[src/rtl/mfp_als_spi_pkg.sv]
// Shared types and frame layout for the ambient-light-sensor SPI controller.
// The ADC frame carries 3 leading zeros, 8 data bits (MSB first) and 5 trailing zeros.
package mfp_als_spi_pkg;

    typedef enum logic [2:0] {
        ST_IDLE,
        ST_SETUP,
        ST_SHIFT,
        ST_HOLD,
        ST_DONE
    } state_t;

    localparam int FRAME_BITS = 16;
    localparam int DATA_MSB   = 12;
    localparam int DATA_LSB   = 5;
    localparam int LEAD_BITS  = 3;
    localparam int TRAIL_BITS = 5;

endpackage

[src/rtl/mfp_als_spi_tick_gen.sv]
// Auto-trigger timer: counts 0..PERIOD-1 while enabled and pulses tick on the wrap cycle.
// PERIOD of 0 disables the tick entirely.
module mfp_als_spi_tick_gen #(
    parameter int PERIOD = 5000000
) (
    input  logic clk,
    input  logic reset,
    input  logic enable,
    output logic tick
);

    localparam int CW = $clog2((PERIOD > 1) ? PERIOD : 2);
    localparam logic [CW-1:0] LAST = CW'((PERIOD > 0) ? PERIOD - 1 : 0);

    logic [CW-1:0] count;

    always_ff @(posedge clk) begin
        if (reset || !enable) begin
            count <= '0;
        end else if (count == LAST) begin
            count <= '0;
        end else begin
            count <= count + 1'b1;
        end
    end

    assign tick = (PERIOD > 0) && enable && (count == LAST);

endmodule

[src/rtl/mfp_als_spi_controller.sv]
// Periodic SPI master for the ALS ADC: frames a 16-clock conversion, samples SDO on
// SCK rising edges and publishes the 8-bit result with a one-cycle valid strobe.
//
// state | meaning
// IDLE  | waiting for start, pending or timer tick
// SETUP | CS low, SCK high, CLK_DIV cycles before the first falling edge
// SHIFT | 16 SCK periods (low CLK_DIV, high CLK_DIV), sample on each rise
// HOLD  | CS high quiet time of CLK_DIV cycles
// DONE  | result registered, valid high for one cycle
module mfp_als_spi_controller
    import mfp_als_spi_pkg::*;
#(
    parameter int CLK_DIV = 16,
    parameter int PERIOD  = 5000000
) (
    input  logic       clk,
    input  logic       reset,
    input  logic       start,
    input  logic       auto_en,
    output logic       spi_cs,
    output logic       spi_sck,
    input  logic       spi_sdo,
    output logic       busy,
    output logic [7:0] value,
    output logic       valid,
    output logic       frame_err
);

    localparam int DW = $clog2(CLK_DIV + 1);
    localparam int BW = $clog2(FRAME_BITS);
    localparam logic [DW-1:0] DIV_LOAD = DW'(CLK_DIV - 1);
    localparam logic [BW-1:0] BIT_LOAD = BW'(FRAME_BITS - 1);

    state_t                state;
    state_t                state_next;
    logic [DW-1:0]         div_cnt;
    logic [BW-1:0]         bit_cnt;
    logic                  phase;
    logic [FRAME_BITS-1:0] shreg;
    logic                  sdo_meta;
    logic                  sdo_sync;
    logic                  pending;
    logic                  tick;
    logic                  trigger;
    logic                  div_done;

    mfp_als_spi_tick_gen #(
        .PERIOD(PERIOD)
    ) u_tick_gen (
        .clk   (clk),
        .reset (reset),
        .enable(auto_en),
        .tick  (tick)
    );

    assign div_done = (div_cnt == '0);

    always_comb begin
        state_next = state;
        trigger    = start | pending | tick;
        spi_cs     = 1'b1;
        spi_sck    = 1'b1;
        busy       = 1'b0;
        valid      = 1'b0;
        case (state)
            ST_IDLE: begin
                if (trigger) state_next = ST_SETUP;
            end
            ST_SETUP: begin
                spi_cs = 1'b0;
                busy   = 1'b1;
                if (div_done) state_next = ST_SHIFT;
            end
            ST_SHIFT: begin
                spi_cs  = 1'b0;
                spi_sck = phase;
                busy    = 1'b1;
                if (div_done && phase && (bit_cnt == '0)) state_next = ST_HOLD;
            end
            ST_HOLD: begin
                busy = 1'b1;
                if (div_done) state_next = ST_DONE;
            end
            ST_DONE: begin
                valid      = 1'b1;
                state_next = ST_IDLE;
            end
            default: state_next = ST_IDLE;
        endcase
    end

    always_ff @(posedge clk) begin
        if (reset) begin
            state     <= ST_IDLE;
            div_cnt   <= '0;
            bit_cnt   <= '0;
            phase     <= 1'b0;
            shreg     <= '0;
            sdo_meta  <= 1'b0;
            sdo_sync  <= 1'b0;
            pending   <= 1'b0;
            value     <= '0;
            frame_err <= 1'b0;
        end else begin
            state    <= state_next;
            sdo_meta <= spi_sdo;
            sdo_sync <= sdo_meta;

            // Every state change and every SCK phase boundary restarts the half-period timer.
            if (state != state_next) begin
                div_cnt <= DIV_LOAD;
            end else if (state == ST_SHIFT && div_done) begin
                div_cnt <= DIV_LOAD;
            end else if (!div_done) begin
                div_cnt <= div_cnt - 1'b1;
            end

            if (state == ST_SETUP) begin
                phase   <= 1'b0;
                bit_cnt <= BIT_LOAD;
            end else if (state == ST_SHIFT && div_done) begin
                phase <= ~phase;
                if (phase) begin
                    bit_cnt <= bit_cnt - 1'b1;
                end else begin
                    shreg <= {shreg[FRAME_BITS-2:0], sdo_sync};
                end
            end

            if (state == ST_HOLD && div_done) begin
                value     <= shreg[DATA_MSB:DATA_LSB];
                frame_err <= (|shreg[FRAME_BITS-1 -: LEAD_BITS]) | (|shreg[TRAIL_BITS-1:0]);
            end

            // A tick that lands outside IDLE is remembered once; IDLE consumes it immediately.
            if (!auto_en) begin
                pending <= 1'b0;
            end else if (state == ST_IDLE) begin
                pending <= 1'b0;
            end else if (tick) begin
                pending <= 1'b1;
            end
        end
    end

endmodule
[config.mk]
export PLATFORM = sky130hd
export DESIGN_NAME = mfp_als_spi_controller
export DESIGN_NICKNAME = d
export VERILOG_FILES = /design/src/rtl/mfp_als_spi_pkg.sv /design/src/rtl/mfp_als_spi_tick_gen.sv /design/src/rtl/mfp_als_spi_controller.sv
export SDC_FILE = /design/constraint.sdc
export NUM_CORES = 1
export LEC_CHECK = 0
export CAP_MARGIN = 5
export CORE_MARGIN = 5
export CORE_UTILIZATION = 49
export CTS_CLUSTER_DIAMETER = 40
export DETAILED_ROUTE_END_ITERATION = 12
export PLACE_DENSITY = 0.71
export SYNTH_ARGS = -nofsm -noshare
export SYNTH_HDL_FRONTEND = slang
export SYNTH_SLANG_ARGS = --single-unit
[constraint.sdc]
create_clock -name clk -period 2.35 [get_ports clk]
set_clock_uncertainty 0.1 [all_clocks]
set_input_delay 0.235 -clock clk [delete_from_list [all_inputs] [get_ports clk]]
set_output_delay 0.235 -clock clk [all_outputs]
set_load 0.05 [all_outputs]
==> flow_summary_export.csv, run 1 <==
group,metric,value,unit
run_status,status,"finished with violations",
run_status,violations,"setup timing",
min_path,hold_class,"register to register",
finish,drive_gt1_share,11.17,%
flow_run,cap_violations,0,
finish,seqCellArea,1281,um^2
floorplanning,core,5439,um^2
place,post-dp-hpwl,3.477,mm
clock_tree,root_buffer,"clkbuf_8",
clock_tree,cts_tree,"built",
synthesis,synth_cell_types,36,
detailed_routing,via_per_inst,5.112,
synthesis,synthFlopType,"dfxtp_1",
detailed_routing,met1_length,2.390,mm
detailed_routing,wl_per_cell,11.87,um
global_route,grt_pass1_wl,8.852,mm
detailed_routing,drt_iter0_markers,80,
sta,setup_ws,-0.02377,ns
finish,final_nets,363,
detailed_routing,top_layer,"met4",
place,finalWeightedCongestion,0.8518,
power_and_ir_drop,power.total,2.512,mW
sta,rsz0062_at_grt,"true",
clock_tree,clkLatencyLatePin,0.34,ns
floorplanning,placementRows,27,
synthesis,syn_area_per_cell,8.280,um^2
sta,setup_viol,1,
power_and_ir_drop,powerDensity,768.0,nW/um^2
detailed_routing,wirelength,5.103,mm
worst_setup_path,worstSetupPathType,"register to register",
detailed_routing,ant_nets,0,
detailed_routing,first_pass_iters,5,
clock_tree,cts.sinks,64,
clock_tree,clk_path_buf_depth,2,
synthesis,synth-warning-count,0,
finish,nFillCells,455,
finish,diodes,0,
worst_setup_path,crit_slowest_cell,"or4b_1",
floorplanning,io_pins,18,
worst_setup_path,crit_chain,"or4b_1 > or4_4 > or4_4 > a22o_4 > and2_1",
worst_setup_path,cp_slowest_stage_delay,0.51,ns
sta,setup_tns,-0.02377,ns
global_route,grt_pass1_vias,2036,
worst_setup_path,worstSetupStartpointType,"register",
global_route,grt_usage,15.46,%
synthesis,syn-num-nets,337,
place,io_buffers,17,
power_and_ir_drop,p_leak,1.193,nW
sta,final_max_slew_viol_count,0,
floorplanning,start_util,49.78,%
floorplanning,die-area,7112,um^2
synthesis,yosysSeqAreaShare,47.32,%
sta,hold_violations,0,
global_route,grt_max_degree,25,
clock_tree,postCtsHoldBufs,0,
synthesis,synthArstFlopShare,0,%
clock_tree,post-cts-setup-buffers,0,
sta,slew_headroom,66.27,%
detailed_routing,vias,2198,
synthesis,synth_edf_count,0,
sta,max_freq,421.3,MHz
sta,layout_min_cycle_time,2.374,ns
synthesis,ys_seq_elements,64,
worst_setup_path,cp_data_arrival_time,2.50,ns
finish,multi_input_area,1333,um^2
synthesis,netlist_instances,327,
detailed_routing,post-route-drc-count,0,
worst_setup_path,critPathMaxFanout,5,
clock_tree,clk_pin_slew_worst_paths,0.07,ns
sta,tightest_slew,0.5043,ns
clock_tree,numCtsBuffers,9,
worst_setup_path,cpMostUsedCell,"or4_4",
detailed_routing,wl_met3,196,um
worst_setup_path,end_kind,"register",
power_and_ir_drop,vdd_ir_drop_max,0.5039,mV
sta,fin_crit_sh,101.0,%
worst_setup_path,worst_ep_required_time,2.48,ns
finish,area_growth,20.79,%
global_route,overflow,0,
synthesis,synth.cell_area,2708,um^2
floorplanning,die_y,84.34,um
global_route,antenna_found_initial,0,
floorplanning,fp.dieW,84.34,um
clock_tree,cts-htree-levels,3,
detailed_routing,wl_met2,2.420,mm
-- critical path: cells and delay by family (launching register included) --
kind            cells  cell delay, ns
flops               1            0.31
compound gates      1            0.28
simple gates        4            1.57
-- flip-flops by register name, summed over array words and instances (netlist names) --
| name | flops |
|---|---|
| pending | 1 |
| div_cnt | 5 |
| shreg | 16 |
| phase | 1 |
| state | 3 |
| sdo_sync | 1 |
| frame_err | 1 |
| bit_cnt | 4 |
| sdo_meta | 1 |
| value | 8 |
| u_tick_gen.count | 23 |
-- metrics by stage --
step           hold slack (ns)  utilization (%)  instance area [um^2]  setup slack, ns  std cells
2_1_floorplan           0.2632                -                  2708         0.009803        327
4_1_cts                 0.3525            59.77                  3251         -0.03368        430
3_5_place_dp            0.3453            55.72                  3030         -0.03060        414
3_3_place_gp            0.3308            55.72                  3030        -0.002338        414
5_1_grt                 0.3478            60.13                  3271         -0.07544        430
6_report                0.3535            60.13                  3271         -0.02377        430
-- metal layers --
metal	GRT usage, %	up-vias
met5	0	-
met4	6.475	0
met3	6.477	9
met2	24.32	28
met1	18.66	1027
li1	-	1134
-- worst paths after layout --
kind	startpoint	end	slack [ns]	cells past startpoint
max reg2reg	u_tick_gen.count[13]	div_cnt[4]	-0.02	5
max	u_tick_gen.count[13]	div_cnt[4]	-0.02	5
min reg2reg	sdo_sync	shreg[0]	0.35	2
min	sdo_sync	shreg[0]	0.35	2
-- synth_stat cells, types with 3 or more instances --
library cell,number,area [um^2]
a21oi_1,26,130.1
and2_1,3,18.77
clkbuf_1,16,60.06
dfxtp_1,64,1281
ha_1,5,62.56
inv_1,14,52.55
mux2i_1,9,90.09
nand2_1,46,172.7
nand2b_1,4,25.02
nand3_1,8,40.04
nand4_1,3,18.77
nor2_1,53,198.9
nor3_1,13,65.06
nor4_1,6,37.54
or3_1,3,18.77
or4_1,3,22.52
xnor2_1,19,166.4
xor2_1,7,61.31
-- where the power goes --
part           switching (mW)  total, mW  internal [mW]
combinational           0.204      0.369          0.165
clock                   0.437      0.957          0.520
sequential             0.0523       1.19           1.13
total                   0.694       2.51           1.82
-- layout by cell type (no fill, tap or decap), types with 2 or more instances in the layout --
cell	count
ha_1	5
nor2_1	53
nand4_1	3
mux2i_1	9
a21oi_1	26
nand2_1	46
nor2b_1	2
xor2_1	7
or3_1	3
clkdlybuf4s50_1	14
o21ai_0	2
or4_4	2
a211oi_1	2
or3b_2	2
clkbuf_8	10
clkinvlp_4	3
nand3_1	8
buf_4	15
xnor2_1	19
dlymetal6s2s_1	3
and2_1	3
dfxtp_1	64
nor3_1	13
nor4_1	6
nand2b_1	4
inv_1	14
nor3b_1	2
-- logic make-up after synthesis --
family,count (synthesis),share of synthesized area [%]
adder cells (fa/ha/maj),5,2.311
multiplexers,9,3.327
AND/OR/NAND/NOR,156,26.99
flip-flops,64,47.32
buffers and inverters,32,4.529
XOR/XNOR,26,8.410
AO/OA/AOI/OAI,35,7.116
-- what timing repair did --
item                       4_1_cts  5_1_grt
gates resized for setup          3        5
setup endpoints to repair        4        9
pin swaps                        2        1
cloned                           0        0
-- final cells by class --
type,instances,area share [%]
multi-input cells,231,40.74
flip-flops and latches,64,39.17
repair buffers,33,9.487
clock buffers,10,4.208
well taps,72,2.754
clock inverters,6,2.028
inverters,14,1.607
No activity file was read; power rests on OpenSTA's default activity.
==> inputs of run 2 (changes only) <==
--- a/config.mk
+++ b/config.mk
@@ -8,7 +8,6 @@
 export CAP_MARGIN = 5
 export CORE_MARGIN = 5
 export CORE_UTILIZATION = 49
-export CTS_CLUSTER_DIAMETER = 40
 export DETAILED_ROUTE_END_ITERATION = 12
 export PLACE_DENSITY = 0.71
 export SYNTH_ARGS = -nofsm -noshare
==> results of run 2 <==
Final layout, timing and power as in run 1 (identical DEF).
==> inputs of run 3 (changes only) <==
--- a/config.mk
+++ b/config.mk
@@ -12,4 +12,5 @@
 export PLACE_DENSITY = 0.71
 export SYNTH_ARGS = -nofsm -noshare
 export SYNTH_HDL_FRONTEND = slang
+export SYNTH_HIERARCHICAL = 1
 export SYNTH_SLANG_ARGS = --single-unit
==> flow_summary_export.csv, run 3 <==
group,metric,value,unit
run_status,status,"complete, no violations",
synthesis,yosysSeqAreaShare,46.31,%
global_route,overflow,0,
place,io_buffers,17,
synthesis,netlist_instances,318,
place,placed_area,3022,um^2
place,dp_cells,402,
global_route,grt_util_met2,23.52,%
synthesis,synthFlopType,"dfxtp_1",
worst_setup_path,cp_data_arrival_time,1.82,ns
global_route,busiest_layer,"met2",
finish,regMostFlops,"u_tick_gen/count",
synthesis,syn_area_per_cell,8.699,um^2
sta,setup_viol,0,
synthesis,synth_top_cell_area_share,46.31,%
finish,drive_gt1_share,10.40,%
floorplanning,die-area,7249,um^2
detailed_routing,drt_iter0_markers,95,
clock_tree,postCtsHoldBufs,0,
sta,setup_tns,0,ns
sta,layout_min_cycle_time,2.157,ns
finish,instances_no_fill,418,
sta,tightest_slew,0.5757,ns
clock_tree,cts_resized,0,
worst_setup_path,worst_ep_required_time,2.02,ns
clock_tree,cts-htree-levels,3,
min_path,hold_path_end,"shreg[0]",
global_route,use_met3,3.592,%
detailed_routing,wl_per_cell,12.13,um
floorplanning,core,5507,um^2
worst_setup_path,regToRegEndpoint,"shreg[8]",
synthesis,ys_seq_elements,64,
finish,top_regs,"u_tick_gen/count: 23 flops, shreg: 16 flops, value: 8 flops",
synthesis,synth.area.top_cells,"dfxtp_1, nand2_1, a21oi_1",
worst_setup_path,reg2reg_from,"div_cnt[0]",
detailed_routing,vias,2207,
synthesis,synth_edf_count,0,
detailed_routing,via_per_inst,5.280,
synthesis,synth.most_common_cell,"dfxtp_1",
worst_setup_path,end_kind,"primary output",
place,finalWeightedCongestion,0.8423,
floorplanning,start_util,50.24,%
clock_tree,clkLatencyLatePin,0.34,ns
sta,fin_crit_sh,91.78,%
sta,rsz0062_at_grt,"false",
worst_setup_path,critPathMaxFanout,7,
finish,mostFrequentLayoutCell,"dfxtp_1",
synthesis,syn-num-nets,328,
global_route,grt_pass1_wl,8.866,mm
min_path,min_from,"sdo_sync",
clock_tree,cts.sinks,64,
power_and_ir_drop,vdd_ir_drop_max,0.4484,mV
worst_setup_path,rr_worst_depth,6,
sta,final_max_slew_viol_count,0,
floorplanning,io_pins,18,
flow_run,cap_violations,0,
synthesis,synth-warning-count,6,
detailed_routing,ant_nets,0,
finish,largest_reg_flops,23,
sta,setup_ws,0.1932,ns
min_path,hold_class,"register to register",
finish,final_nets,351,
worst_setup_path,r2r_slack,0.21,ns
min_path,min_path_cells,2,
clock_tree,clk_pin_slew_worst_paths,0.07,ns
floorplanning,die_y,85.14,um
global_route,use_met1,19.46,%
synthesis,synth.cell_area,2766,um^2
power_and_ir_drop,p_leak,1.156,nW
global_route,grt_max_degree,27,
sta,hold_violations,0,
sta,holdWs,0.3392,ns
synthesis,synth_cell_types,43,
global_route,antenna_found_initial,0,
finish,area_growth,16.01,%
finish,final_cell_mix,"dfxtp_1, nand2_1, nor2_1, a21oi_1, clkdlybuf4s50_1",
global_route,grt_pass1_vias,2008,
global_route,grt_usage,15.28,%
clock_tree,numCtsBuffers,9,
power_and_ir_drop,power.total,2.386,mW
synthesis,netlist_top_cells_count,"dfxtp_1, nand2_1, nor2_1",
place,post-dp-hpwl,3.559,mm
finish,diodes,0,
worst_setup_path,worstSetupStartpointType,"register",
finish,final_core_util,58.28,%
clock_tree,cts_tree,"built",
synthesis,synthArstFlopShare,0,%
finish,nFillCells,488,
sta,max_freq,463.7,MHz
synthesis,yosys.area.top_type,"dfxtp_1",
sta,slew_headroom,61.62,%
clock_tree,root_buffer,"clkbuf_8",
place,place_ws,0.2171,ns
power_and_ir_drop,powerDensity,743.4,nW/um^2
detailed_routing,post-route-drc-count,0,
detailed_routing,wirelength,5.070,mm
floorplanning,placementRows,27,
finish,final_area,3209,um^2
worst_setup_path,worstSetupPathType,"register to primary output",
clock_tree,clk_path_buf_depth,2,
floorplanning,fp.dieW,85.14,um
detailed_routing,first_pass_iters,4,
clock_tree,post-cts-setup-buffers,0,
[run 3: cell count changes after synthesis, sizes merged, moves of 5 or more]
cell / previous run / this run
a21oi: 26 / 32
buf: 2 / 9
clkbuf: 16 / 5
inv: 14 / 9
nand4: 3 / 8
nor2: 53 / 34
nor3: 13 / 7
o21ai: 2 / 14
or3: 3 / 9
xnor2: 19 / 10
[run 3: critical path: stages (launching register included)]
cell and delay [ns]:
dfxtp_1 0.43, nor3b_1 0.28, nand2b_1 0.08, clkdlybuf4s50_1 0.70
[run 3: kinds of logic after synthesis]
group	share of synthesized area, %
fa+ha+maj	2.261
mux	4.025
simple gates	26.46
flops	46.31
compound gates	10.90
buf+inv	4.025
xor+xnor	6.015
[run 3: report_power, final]
group | leakage (nW) | switching (mW) | internal (mW) | total [mW]
combinational | 0.545 | 0.182 | 0.138 | 0.320
sequential | 0.519 | 0.0451 | 1.13 | 1.17
clock | 0.0920 | 0.411 | 0.484 | 0.895
total | 1.16 | 0.638 | 1.75 | 2.39
[run 3: worst max path at each step]
stage / startpoint / to / slack [ns] / cells after the start
floorplan: div_cnt[0] / shreg[0] / 0.40 / 8
global placement: div_cnt[0] / shreg[15] / 0.25 / 6
detailed placement: div_cnt[0] / phase / 0.22 / 5
CTS: state[1] / spi_sck / 0.16 / 3
global route: u_tick_gen/count[0] / u_tick_gen/count[20] / 0.05 / 5
finish: state[1] / spi_sck / 0.19 / 3
[run 3: cell type report]
| cell class | count | area [um^2] | share of cell area [%] |
|---|---|---|---|
| Timing Repair Buffer | 26 | 235.2 | 7.329 |
| Clock buffer | 10 | 127.6 | 3.977 |
| Inverter | 9 | 33.78 | 1.053 |
| Tap cell | 72 | 90.09 | 2.807 |
| Multi-Input combinational cell | 231 | 1381 | 43.04 |
| Clock inverter | 6 | 60.06 | 1.871 |
| Sequential cell | 64 | 1281 | 39.92 |
[run 3: per-layer routing]
metal | routed length (um) | share of wire (%)
met3 | 229 | 4.5
met1 | 2457 | 48
met2 | 2322 | 46
met4 | 60 | 1.2
met5 | 0 | 0
